### config.mk
export PLATFORM = sky130hd
export DESIGN_NAME = mem_io_responder
export DESIGN_NICKNAME = d
export VERILOG_FILES = /design/src/rtl/io_map_pkg.sv /design/src/rtl/uart_buf.sv /design/src/rtl/mem_io_responder.sv
export SDC_FILE = /design/constraint.sdc
export NUM_CORES = 1
export LEC_CHECK = 0
export BUFFER_PORTS_ARGS = -buffer_cell sky130_fd_sc_hd__buf_2
export CAP_MARGIN = 20
export CORE_MARGIN = 2
export CORE_UTILIZATION = 33
export CTS_CLUSTER_DIAMETER = 120
export DETAILED_ROUTE_END_ITERATION = 8
export PLACE_DENSITY = 0.65
export REMOVE_ABC_BUFFERS = 1
export SLEW_MARGIN = 15
export SYNTH_ARGS = -nofsm -noshare
export SYNTH_HDL_FRONTEND = slang
export SYNTH_SLANG_ARGS = --single-unit
### constraint.sdc
create_clock -name clk -period 3.8 [get_ports clk]
set_clock_uncertainty 0.2 [all_clocks]
set_input_delay 0.38 -clock clk [delete_from_list [all_inputs] [get_ports clk]]
set_output_delay 0.38 -clock clk [all_outputs]
set_load 0.02 [all_outputs]
### src/rtl/io_map_pkg.sv
// Shared address map for the core's data-memory responder: region codes,
// I/O register offsets and status bit positions.
package io_map_pkg;

    typedef enum logic [1:0] {
        REGION_NONE = 2'd0,
        REGION_DMEM = 2'd1,
        REGION_IMEM = 2'd2,
        REGION_IO   = 2'd3
    } region_e;

    localparam logic [7:0] IO_STATUS  = 8'h00;
    localparam logic [7:0] IO_RX      = 8'h04;
    localparam logic [7:0] IO_TX      = 8'h08;
    localparam logic [7:0] IO_CYC     = 8'h10;
    localparam logic [7:0] IO_INST    = 8'h14;
    localparam logic [7:0] IO_CNT_RST = 8'h18;

    localparam int STAT_TX_FREE = 0;
    localparam int STAT_RX_FULL = 1;

    // 0011 matches both the DMEM and IMEM patterns; DMEM takes priority.
    function automatic region_e decode_region(input logic [3:0] top);
        region_e r;
        if ((top[3:2] == 2'b00) && top[0]) begin
            r = REGION_DMEM;
        end else if (top[3:1] == 3'b001) begin
            r = REGION_IMEM;
        end else if (top == 4'b1000) begin
            r = REGION_IO;
        end else begin
            r = REGION_NONE;
        end
        return r;
    endfunction

endpackage

### src/rtl/uart_buf.sv
// One-entry UART transmit and receive buffers with valid/ready handshakes.
module uart_buf (
    input  logic       clk,
    input  logic       rst,
    input  logic       tx_load,
    input  logic [7:0] tx_byte,
    input  logic       rx_clear,
    output logic [7:0] tx_data,
    output logic       tx_valid,
    input  logic       tx_ready,
    input  logic [7:0] rx_data,
    input  logic       rx_valid,
    output logic       rx_ready,
    output logic [7:0] rx_buf,
    output logic       rx_full
);

    // TX entry: a load while a byte is still pending is dropped.
    always_ff @(posedge clk or posedge rst) begin
        if (rst) begin
            tx_valid <= 1'b0;
            tx_data  <= 8'h00;
        end else if (tx_valid && tx_ready) begin
            tx_valid <= 1'b0;
        end else if (tx_load && !tx_valid) begin
            tx_data  <= tx_byte;
            tx_valid <= 1'b1;
        end
    end

    // RX entry: ready is low while full, so capture and clear are exclusive.
    always_ff @(posedge clk or posedge rst) begin
        if (rst) begin
            rx_full <= 1'b0;
            rx_buf  <= 8'h00;
        end else if (rx_valid && !rx_full) begin
            rx_buf  <= rx_data;
            rx_full <= 1'b1;
        end else if (rx_clear) begin
            rx_full <= 1'b0;
        end
    end

    assign rx_ready = ~rx_full;

endmodule

### src/rtl/mem_io_responder.sv
// Responder for the core's data-memory port: decodes M-stage accesses to
// DMEM, IMEM or memory-mapped I/O and returns read data aligned with W.
module mem_io_responder
    import io_map_pkg::*;
#(
    parameter int XLEN    = 32,
    parameter int DMEM_AW = 14,
    parameter int IMEM_AW = 14
) (
    input  logic               clk,
    input  logic               rst,
    input  logic [XLEN-1:0]    mem_adrM,
    input  logic [XLEN-1:0]    mem_wdataM,
    input  logic [3:0]         wea,
    input  logic               mem_re,
    input  logic               instr_stop,
    input  logic               imem_wr_en,
    output logic [XLEN-1:0]    din,
    output logic [DMEM_AW-1:0] dmem_addr,
    output logic [XLEN-1:0]    dmem_din,
    output logic [3:0]         dmem_we,
    input  logic [XLEN-1:0]    dmem_dout,
    output logic [IMEM_AW-1:0] imem_addr,
    output logic [XLEN-1:0]    imem_din,
    output logic [3:0]         imem_we,
    input  logic [7:0]         rx_data,
    input  logic               rx_valid,
    output logic               rx_ready,
    output logic [7:0]         tx_data,
    output logic               tx_valid,
    input  logic               tx_ready
);

    region_e          region_s;
    region_e          sel_q;
    logic [7:0]       io_off_s;
    logic             io_wr_s;
    logic             tx_load_s;
    logic             rx_clear_s;
    logic             cnt_rst_s;
    logic [31:0]      cyc_r;
    logic [31:0]      inst_r;
    logic [XLEN-1:0]  io_rd_s;
    logic [XLEN-1:0]  io_q;
    logic [7:0]       rx_buf_s;
    logic             rx_full_s;
    logic             unused_s;

    assign region_s   = decode_region(mem_adrM[31:28]);
    assign io_off_s   = mem_adrM[7:0];
    assign io_wr_s    = (region_s == REGION_IO) && (wea != 4'h0);
    assign tx_load_s  = io_wr_s && (io_off_s == IO_TX);
    assign cnt_rst_s  = io_wr_s && (io_off_s == IO_CNT_RST);
    assign rx_clear_s = (region_s == REGION_IO) && mem_re && (io_off_s == IO_RX);
    assign unused_s   = ^{mem_adrM, mem_wdataM};

    assign dmem_addr = mem_adrM[DMEM_AW+1:2];
    assign dmem_din  = mem_wdataM;
    assign dmem_we   = (region_s == REGION_DMEM) ? wea : 4'h0;
    assign imem_addr = mem_adrM[IMEM_AW+1:2];
    assign imem_din  = mem_wdataM;
    assign imem_we   = ((region_s == REGION_IMEM) && imem_wr_en) ? wea : 4'h0;

    uart_buf u_uart_buf (
        .clk      (clk),
        .rst      (rst),
        .tx_load  (tx_load_s),
        .tx_byte  (mem_wdataM[7:0]),
        .rx_clear (rx_clear_s),
        .tx_data  (tx_data),
        .tx_valid (tx_valid),
        .tx_ready (tx_ready),
        .rx_data  (rx_data),
        .rx_valid (rx_valid),
        .rx_ready (rx_ready),
        .rx_buf   (rx_buf_s),
        .rx_full  (rx_full_s)
    );

    // Cycle and retired-instruction counters; a reset write beats the increment.
    always_ff @(posedge clk or posedge rst) begin
        if (rst) begin
            cyc_r  <= 32'd0;
            inst_r <= 32'd0;
        end else if (cnt_rst_s) begin
            cyc_r  <= 32'd0;
            inst_r <= 32'd0;
        end else begin
            cyc_r <= cyc_r + 32'd1;
            if (!instr_stop) begin
                inst_r <= inst_r + 32'd1;
            end
        end
    end

    // I/O read value for the current offset, sampled before any same-cycle write.
    always_comb begin
        io_rd_s = {XLEN{1'b0}};
        case (io_off_s)
            IO_STATUS: begin
                io_rd_s[STAT_TX_FREE] = ~tx_valid;
                io_rd_s[STAT_RX_FULL] = rx_full_s;
            end
            IO_RX:   io_rd_s[7:0] = rx_buf_s;
            IO_CYC:  io_rd_s = XLEN'(cyc_r);
            IO_INST: io_rd_s = XLEN'(inst_r);
            default: io_rd_s = {XLEN{1'b0}};
        endcase
    end

    // Read-return registers, captured every cycle to line up with W.
    always_ff @(posedge clk or posedge rst) begin
        if (rst) begin
            sel_q <= REGION_NONE;
            io_q  <= {XLEN{1'b0}};
        end else begin
            sel_q <= region_s;
            io_q  <= io_rd_s;
        end
    end

    // DMEM data arrives a cycle after its address, so din is muxed after the flop.
    always_comb begin
        din = {XLEN{1'b0}};
        case (sel_q)
            REGION_DMEM: din = dmem_dout;
            REGION_IO:   din = io_q;
            default:     din = {XLEN{1'b0}};
        endcase
    end

endmodule

==> results.cfg, run 1 <==
[detailed_routing]
dr.first_iter.drc_count = 328
wl_per_cell_um = 18.1
drc = 0
vias = 5202
ant_nets = 0
drt-total-wl_um = 18100
routed_via_density = 5.20
dr.pass1.iters = 6

[worst_setup_path]
arrival_ns = 2.00
path_class = reg2out
critPathRequiredTime_ns = 3.22
cpMaxStageDelayCell = dfrtp_2
path_max_fanout = 32
reg2regPathDepth = 5
critPathMaxStageDelay_ns = 1.01
rrSetupSlack_ns = 1.24
crit_family = flip-flops
path_cells = mux2i_1 > nor2b_1 > buf_2
end_kind = primary output
r2r-end = cyc_r[18]
path_depth = 3
critPathLaunchType = flip-flop
r2r-start = cyc_r[0]
path_buf_inv = 1

[place]
preCtsSetupSlack_ns = 1.23
port_buffers = 148
place_congestion = 0.791
dpl.hpwl_um = 12800

[logic_synthesis]
synth.distinct_cells = 44
synth_ff_type = dfrtp_1
syn_avg_cell_area_um2 = 9.87
async_reset_ff_share_pct = 100
synth_area_leaders = dfrtp_1 (44%), buf_4 (11%), mux2i_1 (5.3%)
ys_warn_count = 0
synth-seq-area-share_pct = 43.8
synth_seq_cells = 116
synth_edf_count = 0
synth.largest_area_cell = dfrtp_1
syn_inst = 672
yosys.area.top_type_share_pct = 43.8
synth_area_um2 = 6630

[floorplan]
initial_core_util_pct = 33.9
die_h_um = 146
dieArea_um2 = 21200
fp.dieW_um = 146
core_area_um2 = 19600
placementRows = 51
io_pins = 257

[flow_run]
maxCapViolCount = 0

[timing]
rsz0062_at_grt = false
fmax_mhz = 388
min_period_ns = 2.58
slew_headroom_pct = 33.1
finalSetupViolations = 0
tns_ns = 0
hold_viol = 39
finalMaxSlewViolations = 0
hold_slack_ns = -0.0265
worst_pin_slew_ns = 1.00
final.setup.worst_slack_ns = 1.22
period_share_pct = 67.8

[global_route]
overflow = 0
grt.total_usage_pct = 17.2
grt_pass1_wl_um = 28300
antenna_found_initial = 0
grt_pass1_vias = 4957
grt_max_degree = 77

[power]
ir_drop_v = 0.000301
p_leak_nw = 3.55
p_per_area_nw_per_um2 = 472

[clocking]
path_clk_slew_ns = 0.06
cts_max_level = 4
cts_setup_buffers = 0
insertion_delay_ns = 0.42
cts_tree = built
clockRootBuffer = clkbuf_16
cts.sinks = 116
cts.path.max_buffers = 2
numCtsBuffers = 17

[finish]
final_layout_size_suffix_gt1_share_pct = 28.8
layout.nets = 839
synthToLayoutAreaGrowth_pct = 15.4
multi_input_area_um2 = 2790
ff_latch_area_um2 = 2900
diodes = 0
fillerInstances = 1941

[run_status]
outcome = complete, but fails checks
failed_checks = negative hold slack

[worst_hold_path]
hold_class = in2async
cell usage after synthesis, types with 2 or more instances:
master / instances
mux2i_1: 35
clkbuf_1: 32
nor4_1: 3
nand4b_1: 2
o21ai_0: 12
nor3_1: 4
nand4_1: 21
dfrtp_1: 116
o21a_1: 2
or4_1: 27
or2_2: 4
mux2_2: 16
buf_4: 93
and4_1: 7
a21oi_1: 36
nor2_1: 32
and3_1: 11
nand2_1: 21
nor2b_1: 34
nand3_1: 21
o31ai_1: 26
ha_1: 2
inv_1: 22
or3_1: 11
a22o_1: 24
and4b_1: 2
a222oi_1: 6
nor4b_1: 3
buf_1: 4
buf_2: 3
and2_1: 5
xnor2_1: 10
xor2_1: 14
worst reg2reg max path, cell delays in order (launching register included):
cell     delay (ns)
dfrtp_1        0.41
ha_1           0.25
and4_1         0.29
nand3_1        0.42
or4_2          0.75
a21oi_1        0.15
worst max path at each step:
stage	from	endpoint	slack, ns
floorplan	rst	cyc_r[0]	0.15
global route	sel_q[1]	din[18]	1.01
CTS	sel_q[1]	din[18]	1.10
global placement	instr_stop	inst_r[31]	1.26
finish	sel_q[1]	din[18]	1.22
detailed placement	cyc_r[0]	cyc_r[18]	1.23
metrics by stage:
step	instance area [um2]	cells	power (mW)	util (%)
final	7660	1000	3.62	39.1
after global routing	7660	1000	3.78	39.1
after CTS	7660	1000	3.65	39.1
after detailed placement	6910	958	1.88	35.3
after global placement	6910	958	1.87	35.3
after floorplan	5770	539	1.69	-
layer usage:
metal / up-vias / GRT usage [%] / wire, um
met4: 2 / 4.71 / 168
met3: 17 / 9.66 / 2220
met5: - / 3.64 / 52
met2: 246 / 23.0 / 7300
li1: 2429 / - / -
met1: 2508 / 23.3 / 8330
cells by family after synthesis:
kind of cell,Yosys count,synth area share [%]
AND/OR/NAND/NOR,214,19.1
buffers and inverters,155,14.2
flip-flops,116,43.8
AO/OA/AOI/OAI,110,11.4
multiplexers,51,8.00
XOR/XNOR,24,3.17
adder cells (fa/ha/maj),2,0.377
area by class of cell:
type                       count  share of cell area, %
tap                          265                   4.33
multi-input combinational    401                   36.4
inverter                      22                   1.11
clock inverter                13                   2.57
clock buffer                  19                   5.92
timing repair buffer         164                   11.7
sequential                   116                   37.9
placed cells by master (no fill, tap or decap), types with 24 or more instances in the layout:
cell / instances
buf_2: 148
o31ai_1: 26
nor2_1: 32
or4_1: 27
a21oi_1: 36
nor2b_1: 34
dfrtp_1: 115
mux2i_1: 35
a22o_1: 24
power breakdown:
group	internal, mW	switching [mW]	total [mW]
clock	1.14	0.608	1.75
combinational	0.181	0.185	0.366
sequential	1.34	0.158	1.50
sequential cells by signal, summed over array words and instances, names as in the netlist:
register and cells:
cyc_r 32, inst_r 32, io_q 32, u_uart_buf.rx_buf 8
u_uart_buf.tx_data 8, sel_q 2, u_uart_buf.rx_full 1, u_uart_buf.tx_valid 1
what timing repair did:
item                                   CTS  global route
resized for setup                        0             0
hold buffers                            10             0
endpoints found under the hold margin   10             0
Note: power is estimated with default switching activity, not from simulation.
==> inputs of run 2 (changes only) <==
==> constraint.sdc (replaced) <==
create_clock -name clk -period 2.1 [get_ports clk]
set_clock_uncertainty 0.2 [all_clocks]
set_input_delay 0.21 -clock clk [delete_from_list [all_inputs] [get_ports clk]]
set_output_delay 0.21 -clock clk [all_outputs]
set_load 0.02 [all_outputs]
==> results.cfg, run 2 (synthesis gave the netlist of run 1 again) <==
[power]
p_per_area_nw_per_um2 = 735
ir_drop_v = 0.000556
p_leak_nw = 3.99

[floorplan]
fp.dieW_um = 146
io_pins = 257
placementRows = 51
initial_core_util_pct = 33.9
core_area_um2 = 19600
die_h_um = 146
dieArea_um2 = 21200

[clocking]
cts_tree = built
cts_max_level = 4
path_clk_slew_ns = 0.06
cts.path.max_buffers = 2
clockRootBuffer = clkbuf_16
insertion_delay_ns = 0.42
cts.sinks = 116
numCtsBuffers = 17

[detailed_routing]
vias = 5566
routed_via_density = 5.10
drt-total-wl_um = 19300
wl_per_cell_um = 17.7
dr.first_iter.drc_count = 351
drc = 0
dr.pass1.iters = 5
ant_nets = 0

[worst_hold_path]
hold_class = in2reg
worstHoldPathCells = 4
min_to = io_q[0]
holdCritStartpoint = mem_adrM[0]

[run_status]
outcome = complete, no violations

[worst_setup_path]
arrival_ns = 2.21
path_class = reg2reg
reg2regPathDepth = 4
critPathLaunchType = flip-flop
r2r-start = inst_r[19]
r2r-end = inst_r[31]
critPathRequiredTime_ns = 2.24
path_max_fanout = 17
end_kind = flip-flop
rrSetupSlack_ns = 0.03

[place]
preCtsSetupSlack_ns = -0.0868
postPlaceCellArea_um2 = 7570
dpl.hpwl_um = 13900
port_buffers = 148
placed_cells = 1031
place_congestion = 0.812

[timing]
slew_headroom_pct = 69.2
hold_viol = 0
finalMaxSlewViolations = 0
worst_pin_slew_ns = 0.459
final.setup.worst_slack_ns = 0.0319
rsz0062_at_grt = true
fmax_mhz = 484
period_share_pct = 98.5
finalSetupViolations = 0
min_period_ns = 2.07

[finish]
fin_util_pct = 43.1
final_layout_size_suffix_gt1_share_pct = 36.8
layout_commonest_cell = buf_2
fin_area_um2 = 8440
largestRegisters = cyc_r (32), inst_r (32), io_q (32)
mostFrequentLayoutCells = buf_2 (148), dfrtp_1 (115), buf_4 (72)
diodes = 0
synthToLayoutAreaGrowth_pct = 27.2
layout.nets = 931
final_cells = 1091

[global_route]
grt_pass1_wl_um = 30100
grt.total_usage_pct = 18.3
grt_max_degree = 51
grt_pass1_vias = 5333
antenna_found_initial = 0
overflow = 0

[flow_run]
maxCapViolCount = 0
run 2: cell types whose count changed in the layout (fill, tap and decap cells not counted), sizes merged:
cell,delta
clkinvlp,+1
buf,+78
bufinv,-4
clkinv,+2
clkbuf,+2
dlygate4sd3,+14
inv,-2
run 2: metal layers:
metal	part of all wire [%]	wire length (um)	track usage, %	vias to the layer above
met5	0.46	89	3.64	-
met1	46	8840	24.6	2683
met4	1.2	236	5.64	4
li1	-	-	-	2610
met3	11	2190	9.56	21
met2	41	7930	24.8	248
run 2: cell type report:
| type | instances | area (um2) |
|---|---|---|
| clock inverter | 10 | 61.3 |
| inverter | 22 | 85.1 |
| sequential | 116 | 2910 |
| multi-input combinational | 401 | 2850 |
| clock buffer | 21 | 460 |
| tap | 265 | 332 |
| timing repair buffer | 256 | 1740 |
| fill | 1870 | 11200 |
run 2: worst max-delay path by stage:
stage                           from         end  slack (ns)  cells past startpoint
after detailed placement  inst_r[11]  inst_r[31]       -0.09                      5
after global placement    inst_r[11]  inst_r[28]       -0.02                      5
after floorplan                  rst    cyc_r[0]       -1.38                      1
final                     inst_r[19]  inst_r[31]        0.03                      4
after CTS                  inst_r[1]  inst_r[28]       0.005                      6
after global routing       inst_r[0]  inst_r[28]       -0.03                      6
run 2: critical path, cell delays in order (launching register included):
cell,delay [ns]
dfrtp_1,0.35
nand4_1,0.15
or4_4,0.63
or4_1,0.51
a21oi_1,0.15
run 2: power by group:
| group | internal, mW | leakage (nW) | switching, mW |
|---|---|---|---|
| clock | 1.55 | 0.254 | 1.02 |
| sequential | 2.43 | 1.49 | 0.150 |
| combinational | 0.516 | 2.24 | 0.532 |
| total | 4.50 | 3.99 | 1.70 |
run 2: repair_timing:
| action | CTS | global route |
|---|---|---|
| setup buffers | 1 | 5 |
| pin swaps | 3 | 9 |
| gates resized for setup | 3 | 18 |
| setup endpoints to repair | 30 | 32 |
| hold buffers | 24 | 0 |
| endpoints found under the hold margin | 138 | 0 |
run 2: metrics by stage:
| stage | TNS, ns | power [mW] | hold slack, ns |
|---|---|---|---|
| after floorplan | -162.54 | 3.07 | 0.0764 |
| after global placement | -0.123 | 3.59 | 0.00502 |
| after detailed placement | -0.385 | 3.62 | 0.0114 |
| after CTS | 0 | 6.24 | 0.0721 |
| after global routing | -0.0999 | 6.49 | 0.108 |
| final | 0 | 6.20 | 0.0795 |
==> inputs of run 3 (changes only) <==
--- a/config.mk
+++ b/config.mk
@@ -11,7 +11,7 @@
 export CORE_UTILIZATION = 33
 export CTS_CLUSTER_DIAMETER = 120
 export DETAILED_ROUTE_END_ITERATION = 8
-export PLACE_DENSITY = 0.65
+export PLACE_DENSITY = 0.63
 export REMOVE_ABC_BUFFERS = 1
 export SLEW_MARGIN = 15
 export SYNTH_ARGS = -nofsm -noshare
==> constraint.sdc (replaced) <==
create_clock -name clk -period 2.4 [get_ports clk]
set_clock_uncertainty 0.2 [all_clocks]
set_input_delay 0.24 -clock clk [delete_from_list [all_inputs] [get_ports clk]]
set_output_delay 0.24 -clock clk [all_outputs]
set_load 0.02 [all_outputs]
==> results.cfg, run 3 (synthesis gave the netlist of run 1 again) <==
[clocking]
cts_tree = built
cts_setup_buffers = 0
clockRootBuffer = clkbuf_16
cts.sinks = 116
numCtsBuffers = 17
cts_max_level = 4
insertion_delay_ns = 0.41
path_clk_slew_ns = 0.06
cts.path.max_buffers = 2

[detailed_routing]
wl_met2_um = 7310
vias = 5383
wl_met3_um = 2230
ant_nets = 0
wl_per_cell_um = 17.6
drc = 0
routed_via_density = 5.18
dr.first_iter.drc_count = 432
dr.pass1.iters = 5
routed.top_layer = met5
wl_met1_um = 8340
drt-total-wl_um = 18300

[worst_setup_path]
arrival_ns = 2.38
critPathLaunchType = flip-flop
end_kind = flip-flop
r2r-start = cyc_r[1]
reg2regPathDepth = 6
path_max_fanout = 13
critPathRequiredTime_ns = 2.53
r2r-end = cyc_r[22]
rrSetupSlack_ns = 0.15
path_class = reg2reg

[worst_hold_path]
hold_class = in2reg
worstHoldPathCells = 4
holdCritStartpoint = mem_adrM[0]
min_to = io_q[0]

[timing]
finalMaxSlewViolations = 0
worst_pin_slew_ns = 0.558
finalSetupViolations = 0
slew_headroom_pct = 62.8
hold_viol = 0
period_share_pct = 93.7
final.setup.worst_slack_ns = 0.151
fmax_mhz = 445
min_period_ns = 2.25
rsz0062_at_grt = false

[finish]
synthToLayoutAreaGrowth_pct = 20.2
fin_area_um2 = 7970
final_layout_size_suffix_gt1_share_pct = 30.5
layout.nets = 880
largestRegisters = cyc_r (32), inst_r (32), io_q (32)
layout_commonest_cell = buf_2
mostFrequentLayoutCells = buf_2 (148), dfrtp_1 (115), a21oi_1 (36)
diodes = 0

[place]
postPlaceCellArea_um2 = 7150
place_congestion = 0.813
dpl.hpwl_um = 13000
preCtsSetupSlack_ns = 0.164
port_buffers = 148

[floorplan]
initial_core_util_pct = 33.9
placementRows = 51
core_area_um2 = 19600
fp.dieW_um = 146
io_pins = 257
die_h_um = 146
dieArea_um2 = 21200

[global_route]
grt_max_degree = 47
grt_pass1_wl_um = 28800
grt.total_usage_pct = 17.2
grt_pass1_vias = 5175
antenna_found_initial = 0
overflow = 0

[flow_run]
maxCapViolCount = 0

[power]
p_per_area_nw_per_um2 = 696
p_leak_nw = 3.72
ir_drop_v = 0.000472

[run_status]
outcome = complete, no violations
## run 3: cell count changes in the layout (fill, tap and decap cells not counted), sizes merged
cell | previous run | this run
buf | 232 | 181
bufinv | 0 | 3
clkinv | 7 | 5
clkinvlp | 3 | 2
## run 3: area by class of cell
| type | instances | area (um2) |
|---|---|---|
| Clock buffer | 21 | 450 |
| Multi-Input combinational cell | 401 | 2790 |
| Timing Repair Buffer | 205 | 1280 |
| Clock inverter | 10 | 134 |
| Fill cell | 1896 | 11600 |
| Tap cell | 265 | 332 |
| Sequential cell | 116 | 2900 |
| Inverter | 22 | 85.1 |
## run 3: worst max-delay path by stage
stage,startpoint,end,slack (ns),cells after the start
after floorplan,rst,cyc_r[0],-1.11,1
after global placement,cyc_r[1],cyc_r[22],0.19,6
after detailed placement,cyc_r[1],cyc_r[22],0.16,6
after CTS,cyc_r[1],cyc_r[22],0.12,6
after global routing,cyc_r[1],cyc_r[22],0.01,6
final,cyc_r[1],cyc_r[22],0.15,6
## run 3: power by group
group	internal (mW)	total [mW]	switching [mW]
Sequential	2.13	2.31	0.178
Clock	1.64	2.52	0.871
Combinational	0.347	0.726	0.379
## run 3: per-layer routing
metal	global-route usage (%)	vias to the layer above
met4	4.75	6
met3	9.09	30
met5	7.50	-
li1	-	2517
met1	23.4	2565
met2	22.8	265
## run 3: worst max-delay path, stage by stage, from the launching register on
cell,delay [ns]
dfrtp_1,0.38
ha_1,0.24
and4_2,0.29
nand3_1,0.15
buf_4,0.23
or4_1,0.51
a21oi_1,0.17
## run 3: through the flow
step	hold WS (ns)	total power, mW	cells	setup TNS (ns)	utilization [%]
after global placement	0.107	3.01	985	0	36.5
after detailed placement	0.103	3.03	985	0	36.5
after global routing	0.132	5.80	1040	0	40.7
after floorplan	0.106	2.68	539	-129.04	-
final	0.0792	5.55	1040	0	40.7
after CTS	0.0609	5.60	1040	0	40.7
## run 3: repair_timing
item	CTS	global route
setup endpoints to repair	0	2
hold endpoints to repair	55	0
hold buffers	24	0
gates resized for setup	0	1
